--- src/rtl/lab2_serial_sub_if.sv ---
// lab2_serial_sub_if: start/operand/result bundle for the bit-serial subtractor
interface lab2_serial_sub_if #(parameter int WIDTH = 8);
  logic start;
  logic [WIDTH-1:0] a;
  logic [WIDTH-1:0] b;
  logic busy;
  logic done;
  logic [WIDTH-1:0] diff;
  logic borrow_out;
  modport master(output start, a, b, input busy, done, diff, borrow_out);
  modport slave(input start, a, b, output busy, done, diff, borrow_out);
endinterface

--- src/rtl/lab2_serial_sub.sv ---
// lab2_serial_sub: computes a - b LSB first through one full-subtractor cell over WIDTH cycles
module lab2_serial_sub #(parameter int WIDTH = 8) (
  input logic clk,
  input logic rst,
  lab2_serial_sub_if.slave bus
);
  localparam int CW = $clog2(WIDTH);
  typedef enum logic [1:0] {IDLE, RUN, DONE} state_t;
  state_t state, state_n;
  logic [WIDTH-1:0] sa, sb, diff_q;
  logic [CW-1:0] cnt;
  logic br, bo_q, x, y, d, bout, accept, last;
  assign accept = bus.start && state != RUN;
  assign last = cnt == CW'(WIDTH - 1);
  assign x = sa[0];
  assign y = sb[0];
  assign d = x ^ y ^ br;
  assign bout = (~x & y) | (~(x ^ y) & br);
  assign bus.diff = diff_q;
  assign bus.borrow_out = bo_q;
  // state register
  always_ff @(posedge clk)
    state <= rst ? IDLE : state_n;
  // next state: a start outside RUN always wins, so DONE can chain straight into RUN
  always_comb
    state_n = accept ? RUN : state == RUN ? (last ? DONE : RUN) : IDLE;
  // handshake outputs decoded from the state register only
  always_comb begin
    bus.busy = state == RUN;
    bus.done = state == DONE;
  end
  // operand shifters, borrow flop, counter and result register
  always_ff @(posedge clk) begin
    if (rst) begin
      sa <= '0;
      sb <= '0;
      br <= 1'b0;
      cnt <= '0;
      diff_q <= '0;
      bo_q <= 1'b0;
    end else if (accept) begin
      sa <= bus.a;
      sb <= bus.b;
      br <= 1'b0;
      cnt <= '0;
    end else if (state == RUN) begin
      sa <= sa >> 1;
      sb <= sb >> 1;
      diff_q <= {d, diff_q[WIDTH-1:1]};
      br <= bout;
      cnt <= cnt + 1'b1;
      if (last) bo_q <= bout;
    end
  end
endmodule

--- src/flat_wrapper.sv ---
// flat-port wrapper written by rule: the top's interface ports become plain ports
module lab2_serial_sub_flat 
#(parameter int WIDTH = 8)
  (clk, rst, bus_start, bus_a, bus_b, bus_busy, bus_done, bus_diff, bus_borrow_out);
  lab2_serial_sub_if #(.WIDTH(WIDTH)) bus_i ();
  input logic clk;
  input logic rst;
  input wire logic [$bits(bus_i.start)-1:0] bus_start;
  input wire logic [$bits(bus_i.a)-1:0] bus_a;
  input wire logic [$bits(bus_i.b)-1:0] bus_b;
  output wire logic [$bits(bus_i.busy)-1:0] bus_busy;
  output wire logic [$bits(bus_i.done)-1:0] bus_done;
  output wire logic [$bits(bus_i.diff)-1:0] bus_diff;
  output wire logic [$bits(bus_i.borrow_out)-1:0] bus_borrow_out;
  assign bus_i.start = bus_start;
  assign bus_i.a = bus_a;
  assign bus_i.b = bus_b;
  assign bus_busy = bus_i.busy;
  assign bus_done = bus_i.done;
  assign bus_diff = bus_i.diff;
  assign bus_borrow_out = bus_i.borrow_out;
  lab2_serial_sub #(.WIDTH(WIDTH)) u_core (.clk(clk), .rst(rst), .bus(bus_i));
endmodule
--- config.mk ---
export PLATFORM = sky130hd
export DESIGN_NAME = lab2_serial_sub_flat
export DESIGN_NICKNAME = d
export VERILOG_FILES = /design/src/rtl/lab2_serial_sub_if.sv /design/src/rtl/lab2_serial_sub.sv /design/src/flat_wrapper.sv
export SDC_FILE = /design/constraint.sdc
export NUM_CORES = 1
export LEC_CHECK = 0
export ABC_AREA = 1
export CELL_PAD_IN_SITES_DETAIL_PLACEMENT = 1
export CELL_PAD_IN_SITES_GLOBAL_PLACEMENT = 2
export CORE_MARGIN = 10
export CORE_UTILIZATION = 29
export DETAILED_ROUTE_END_ITERATION = 8
export GPL_TIMING_DRIVEN = 0
export PLACE_DENSITY_LB_ADDON = 0.1
export SLEW_MARGIN = 20
export SYNTH_ARGS = -nofsm -noshare
export SYNTH_HDL_FRONTEND = slang
export SYNTH_SLANG_ARGS = --single-unit
--- constraint.sdc ---
create_clock -name clk -period 3.3 [get_ports clk]
set_input_delay 0.66 -clock clk [delete_from_list [all_inputs] [get_ports clk]]
set_output_delay 0.66 -clock clk [all_outputs]
set_load 0.1 [all_outputs]
==> results by group, run 1 <==
Yosys
  • Netlist cell types: 19
  • Post-synthesis sequential area ratio: 44.4%
  • Simple logic cell fraction of the synthesized area: between 30 and 40%
  • Cell count after synthesis: 191
  • Largest family of logic cells by synthesized area: simple AND/OR/NAND/NOR gates
  • Total number of yosys warnings: 0
  • Synthesized-area fraction occupied by xor and xnor cells: 0.627%
  • Area share of fa/ha/maj cells after synthesis: 4.12%
  • Net count after synthesis: about 210
  • Mux cell area share after synthesis: 0%
  • Mean instance size in the synthesized netlist: 7.31 µm²
  • Register bit total from synthesis: 31
  • Compound-cell area share of the yosys netlist: 5.02%
  • Post-synthesis instance area: roughly 0.0014 mm²

Floorplan
  • # IOs: 30
  • Total die area: approximately 0.0080 mm²
  • Chip Width: 89.4 µm
  • Die H: 89.4 µm
  • Initial core utilization: 29.8%
  • Row Count: 25
  • CORE AREA: 0.00469 mm²

Timing
  • Transition time at the pin with the least slew margin: 0.973 ns
  • Clock Skew: between 0.003 and 0.004 ns
  • Post-route fraction of the period consumed by the critical path: 89.7%
  • Peak Freq: 338 MHz
  • Number of pins with negative max-slew slack in the final report: 0
  • Setup repair after global routing missed its margin: no
  • Relative max-transition margin: 35.0%
  • Number of setup violations in the final report: 0
  • Shortest clock period the worst path allows after layout: 2.96 ns
  • Post-Route Setup TNS: 0 ns
  • Number of hold violations in the final report: 0

Power
  • Static leakage: around 0.86 nW
  • Power density of the placed cells: 529 mW/mm²
  • Maximum vdd drop: 0.000249 V

Global routing
  • Global-route wire length before repair: 6890 µm
  • Leftover overflow at the end of global routing: 0
  • Maximum number of pins on one net before global-route repair: 11
  • Number of global-route vias before repair: 1483
  • Initial antenna violation count: 0
  • Total routing resource utilization after global routing: 11.1%

Run
  • Count of max-cap constraint violations: 0

Setup path
  • Worst setup path startpoint: u_core.state[0]
  • Worst setup path end: bus_busy
  • Largest fanout on the critical path: 10
  • Crit path DAT: around 2.3 ns
  • Critical Path RT: 2.64 ns
  • Worst reg-to-reg setup slack: 1.96 ns
  • Critical register-to-register path startpoint: u_core.sb[0]
  • Startpoint kind of the worst setup timing path: flop
  • Depth of the most critical reg-to-reg path: 4
  • Kind of critical path: reg -> out
  • FF-to-FF End: u_core.br
  • Setup crit end kind: primary output

Final layout
  • Most frequent cells in the layout: 45 x sky130_fd_sc_hd__nand3_1, 40 x sky130_fd_sc_hd__nand2_1, 31 x sky130_fd_sc_hd__dfxtp_1
  • Synthesis-to-layout area growth: 33.3%
  • Commonest non-fill, non-tap cell in the layout: sky130_fd_sc_hd__nand3_1
  • Net total in the final layout: between 200 and 250
  • Non-filler cells in the finished layout: 281
  • Share of final-layout standard cells stronger than drive strength 1: 9.69%
  • Diodes inserted: 0

Clocking
  • CTS max path bufs: 2
  • Number of buffers added for setup after CTS: 0
  • Number of buffers inserted for hold repair after clock tree synthesis: 0
  • Clock Latency Late Sink: 0.28 ns
  • Clock tree root driver cell: sky130_fd_sc_hd__clkbuf_8
  • TritonCTS clock tree: yes
  • Number of clock sinks: 31
  • Clock-pin slew on the worst setup and hold paths: roughly 0.07 ns
  • Clock H-tree levels: 2
  • Post-CTS Resized: 0
  • Number of clock buffers inserted by TritonCTS: 5

Route
  • Avg Vias per Cell: 4.68
  • Count of nets left with antenna violations after detail routing: 0
  • Overall routed net length: around 3900 µm
  • DRC violation count after routing: 0
  • Average wire length per cell after detail routing: 13.8 µm
  • Detailed router's first-iteration violation count: 38
  • Detailed-route via count: between 1000 and 1500
  • Number of iterations in the first detailed-routing pass: 4

Place
  • Port Buffer Count: 28
  • Detailed placer's ending HPWL: between 2000 and 3000 µm
  • Final Wtd Congestion: roughly 0.73
  • Cell Count Post-Placement: around 270

Outcome
  • Outcome: finished, final reports clean

Worst hold path
  • Worst min-delay path class: reg -> reg
-- Yosys cell counts --
| library cell | count | share of area (%) |
|---|---|---|
| sky130_fd_sc_hd__nand3_1 | 45 | 16 |
| sky130_fd_sc_hd__nand2_1 | 40 | 11 |
| sky130_fd_sc_hd__dfxtp_1 | 31 | 44 |
| sky130_fd_sc_hd__nor2_1 | 22 | 5.9 |
| sky130_fd_sc_hd__inv_1 | 18 | 4.8 |
| sky130_fd_sc_hd__o21ai_0 | 9 | 3.2 |
| sky130_fd_sc_hd__a21oi_1 | 5 | 1.8 |
| sky130_fd_sc_hd__buf_4 | 4 | 2.2 |
| sky130_fd_sc_hd__buf_2 | 3 | 1.1 |
| sky130_fd_sc_hd__buf_6 | 3 | 2.4 |
| sky130_fd_sc_hd__ha_1 | 3 | 2.7 |
| sky130_fd_sc_hd__clkbuf_1 | 1 | 0.27 |
| sky130_fd_sc_hd__clkinv_1 | 1 | 0.27 |
| sky130_fd_sc_hd__fa_1 | 1 | 1.4 |
| sky130_fd_sc_hd__inv_2 | 1 | 0.27 |
| sky130_fd_sc_hd__nand2_2 | 1 | 0.45 |
| sky130_fd_sc_hd__nor2_4 | 1 | 0.81 |
| sky130_fd_sc_hd__or2_2 | 1 | 0.45 |
| sky130_fd_sc_hd__xor2_1 | 1 | 0.63 |
-- worst max-delay path, cell delays in order (launching register included) --
cell                              delay (ns)
sky130_fd_sc_hd__dfxtp_1                0.38
sky130_fd_sc_hd__inv_2                  0.06
sky130_fd_sc_hd__nor2_4                 0.24
sky130_fd_sc_hd__buf_6                  0.19
sky130_fd_sc_hd__clkdlybuf4s50_1        1.14
-- cell type report --
type / instances / area, µm²
Fill cell: 595 / 2830
Inverter: 20 / 75.1
Timing Repair Buffer: 28 / 280
Tap cell: 54 / 67.6
Clock inverter: 2 / 35.0
Buffer: 11 / 82.6
Multi-Input combinational cell: 129 / 618
Clock buffer: 6 / 82.6
Sequential cell: 31 / 621
-- kinds of logic after synthesis --
group | Yosys count
AOI/OAI and AO/OA | 14
xor gates and xnor gates | 1
adders and majority gates | 4
buffers and inverters | 31
DFF | 31
and+or+nand+nor | 110
-- power by group --
| part | internal, mW | switching (mW) | total [mW] |
|---|---|---|---|
| registers | 0.396 | 0.0132 | 0.409 |
| clock network | 0.244 | 0.145 | 0.389 |
| logic | 0.0643 | 0.123 | 0.187 |
| total | 0.704 | 0.281 | 0.985 |
-- metrics by stage --
step | power [mW] | util, % | hold WS [ns] | setup slack, ns | area [µm²]
2_1_floorplan | 0.545 | - | 0.433 | 0.962 | 1400
3_3_place_gp | 0.602 | 37.2 | 0.453 | 0.651 | 1740
3_5_place_dp | 0.607 | 37.2 | 0.468 | 0.621 | 1740
4_1_cts | 1.00 | 39.7 | 0.479 | 0.305 | 1860
5_1_grt | 1.04 | 39.7 | 0.500 | 0.225 | 1860
6_report | 0.985 | 39.7 | 0.475 | 0.339 | 1860
-- how the worst min path moves through the flow --
stage / from / to / depth (start not counted)
after global placement: u_core.cnt[1] / u_core.cnt[1] / 2
after global routing: u_core.sa[7] / u_core.sa[7] / 2
after CTS: u_core.sa[7] / u_core.sa[7] / 2
after floorplan: u_core.sa[7] / u_core.sa[7] / 2
after detailed placement: u_core.sa[7] / u_core.sa[7] / 2
final: u_core.sa[7] / u_core.sa[7] / 2
-- state kept, by name (all words and copies together), names as in the netlist --
signal	cells
u_core.state	2
u_core.bus.borrow_out	1
u_core.sa	8
u_core.cnt	3
u_core.bus.diff	8
u_core.br	1
u_core.sb	8
-- metal layers --
metal	wire [µm]	up-vias	track usage [%]
li1	-	673	-
met2	2010	20	19.7
met1	1640	619	12.0
met5	0	-	0
met3	200	4	3.56
met4	36	0	3.90
Power figures use the tool's default switching activity.
==> run 2: changes to the inputs <==
--- a/config.mk
+++ b/config.mk
@@ -6,9 +6,10 @@
 export NUM_CORES = 1
 export LEC_CHECK = 0
 export ABC_AREA = 1
+export CAP_MARGIN = 15
 export CELL_PAD_IN_SITES_DETAIL_PLACEMENT = 1
 export CELL_PAD_IN_SITES_GLOBAL_PLACEMENT = 2
-export CORE_MARGIN = 10
+export CORE_MARGIN = 8
 export CORE_UTILIZATION = 29
 export DETAILED_ROUTE_END_ITERATION = 8
 export GPL_TIMING_DRIVEN = 0
==> run 2 against run 1 <==
- sequential power hardly changed
- non-clock buffer count stayed put
- first-iteration DRC count is 37% higher
- worst hold slack better by 0.0030 ns
- combinational power hardly changed
- routed wire length is 1.3% lower
==> results by group, run 2 (synthesized netlist as in run 1, its figures left out) <==
Timing
  • Transition time at the pin with the least slew margin: 0.971 ns
  • Number of hold violations in the final report: 0
  • Clock Skew: 0.00500 ns
  • Peak Freq: between 300 and 400 MHz
  • Relative max-transition margin: 35.0%
  • Setup repair after global routing missed its margin: no
  • Shortest clock period the worst path allows after layout: a little under 3 ns
  • Number of pins with negative max-slew slack in the final report: 0
  • Post-Route Setup TNS: 0 ns
  • Post-route fraction of the period consumed by the critical path: 89.8%
  • Worst Hold Slack: 0.478 ns
  • Number of setup violations in the final report: 0

Final layout
  • Area taken by flip-flops and latches: 621 µm²
  • Utilization of the core after routing: 39.7%
  • Final Instance Area: around 0.0019 mm²
  • Synthesis-to-layout area growth: 33.3%
  • Share of final-layout standard cells stronger than drive strength 1: 9.69%
  • Diodes inserted: 0
  • Commonest non-fill, non-tap cell in the layout: sky130_fd_sc_hd__nand3_1
  • Number of filler cells placed in the layout: 589
  • Non-filler cells in the finished layout: 281
  • Most frequent cells in the layout: 45 x sky130_fd_sc_hd__nand3_1, 40 x sky130_fd_sc_hd__nand2_1, 31 x sky130_fd_sc_hd__dfxtp_1
  • Net total in the final layout: approximately 250
  • Footprint of the multi-input gates: 618 µm²

Floorplan
  • Die H: 85.4 µm
  • # IOs: 30
  • Row Count: 25
  • Chip Width: 85.4 µm
  • Total die area: 0.00729 mm²
  • CORE AREA: 0.00469 mm²
  • Initial core utilization: 29.8%

Route
  • Count of nets left with antenna violations after detail routing: 0
  • Number of iterations in the first detailed-routing pass: 4
  • Overall routed net length: 3830 µm
  • Detailed router's first-iteration violation count: 52
  • Detailed-route via count: 1313
  • DRC violation count after routing: 0
  • Average wire length per cell after detail routing: 13.6 µm
  • Avg Vias per Cell: 4.67

Clocking
  • TritonCTS clock tree: yes
  • Number of clock buffers inserted by TritonCTS: 5
  • CTS max path bufs: 2
  • Clock tree root driver cell: sky130_fd_sc_hd__clkbuf_8
  • Number of buffers inserted for hold repair after clock tree synthesis: 0
  • Clock-pin slew on the worst setup and hold paths: 0.07 ns
  • Clock H-tree levels: 2
  • Number of buffers added for setup after CTS: 0
  • Post-CTS Resized: 0
  • Clock Latency Late Sink: 0.29 ns
  • Number of clock sinks: 31

Worst hold path
  • Worst min-delay path class: reg -> reg
  • Origin of the worst min-delay path: u_core.sa[7]

Place
  • Final Wtd Congestion: 0.719
  • Detailed placer's ending HPWL: 2850 µm
  • Port Buffer Count: 28
  • Cell Count Post-Placement: 273
  • Cell area after placement: 0.00174 mm²

Setup path
  • Setup crit end kind: primary output
  • Crit path DAT: 2.30 ns
  • Critical register-to-register path startpoint: u_core.sb[0]
  • Kind of cell adding the most delay to the critical path: buffers and inverters
  • Worst setup path startpoint: u_core.state[0]
  • Kind of critical path: reg -> out
  • Largest fanout on the critical path: 10
  • Crit path cell chain: inv_2 -> nor2_4 -> buf_6 -> clkdlybuf4s50_1
  • Slowest CP cell: sky130_fd_sc_hd__clkdlybuf4s50_1
  • Critical Path Max Stage Delay: 1.14 ns
  • Bufs and invs on worst path: 3
  • Critical Path RT: 2.64 ns
  • Startpoint kind of the worst setup timing path: flop

Global routing
  • Initial antenna violation count: 0
  • Global-route wire length before repair: roughly 6500 µm
  • Total routing resource utilization after global routing: roughly 11%
  • Number of global-route vias before repair: 1405
  • Maximum number of pins on one net before global-route repair: 11
  • Leftover overflow at the end of global routing: 0

Outcome
  • Outcome: finished, final reports clean

Run
  • Count of max-cap constraint violations: 0

Power
  • Power density of the placed cells: 531 mW/mm²
  • Maximum vdd drop: roughly 0.0003 V
  • Static leakage: 0.863 nW
run 2: cell counts in the layout (fill, tap and decap cells not counted):
No cell type changed its count.
run 2: layout make-up:
cell class / instances / area share, %
Sequential cell: 31 / 33.3
Multi-Input combinational cell: 129 / 33.2
Timing Repair Buffer: 28 / 15.1
Clock buffer: 6 / 4.44
Buffer: 11 / 4.44
Inverter: 20 / 4.03
Tap cell: 54 / 3.63
Clock inverter: 2 / 1.88
run 2: report_power, final:
group / internal [mW] / switching (mW)
Sequential: 0.395 / 0.0131
Combinational: 0.0642 / 0.122
Clock: 0.244 / 0.150
run 2: per-stage QoR:
stage          worst slack [ns]  power (mW)
2_1_floorplan             0.962       0.545
3_3_place_gp              0.653       0.602
3_5_place_dp              0.619       0.607
4_1_cts                   0.292        1.01
5_1_grt                   0.227        1.04
6_report                  0.337       0.989
run 2: worst paths after layout:
kind	cells after the start	endpoint	slack, ns
setup / recovery	4	bus_busy	0.34
hold / removal	2	u_core.sa[7]	0.48
setup reg to reg	4	u_core.br	1.93
hold reg to reg	2	u_core.sa[7]	0.48
run 2: per-layer routing:
metal,global-route usage (%),vias to the layer above,part of all wire [%]
met5,0,-,0
met2,19.7,20,49
li1,-,674,-
met1,12.4,613,45
met4,4.30,0,1.5
met3,4.15,6,4.4
run 2: worst reg2reg max path: stages, from the launching register on:
cell	delay [ns]
sky130_fd_sc_hd__dfxtp_1	0.35
sky130_fd_sc_hd__inv_1	0.07
sky130_fd_sc_hd__fa_1	0.44
sky130_fd_sc_hd__or2_2	0.31
sky130_fd_sc_hd__a21oi_1	0.13
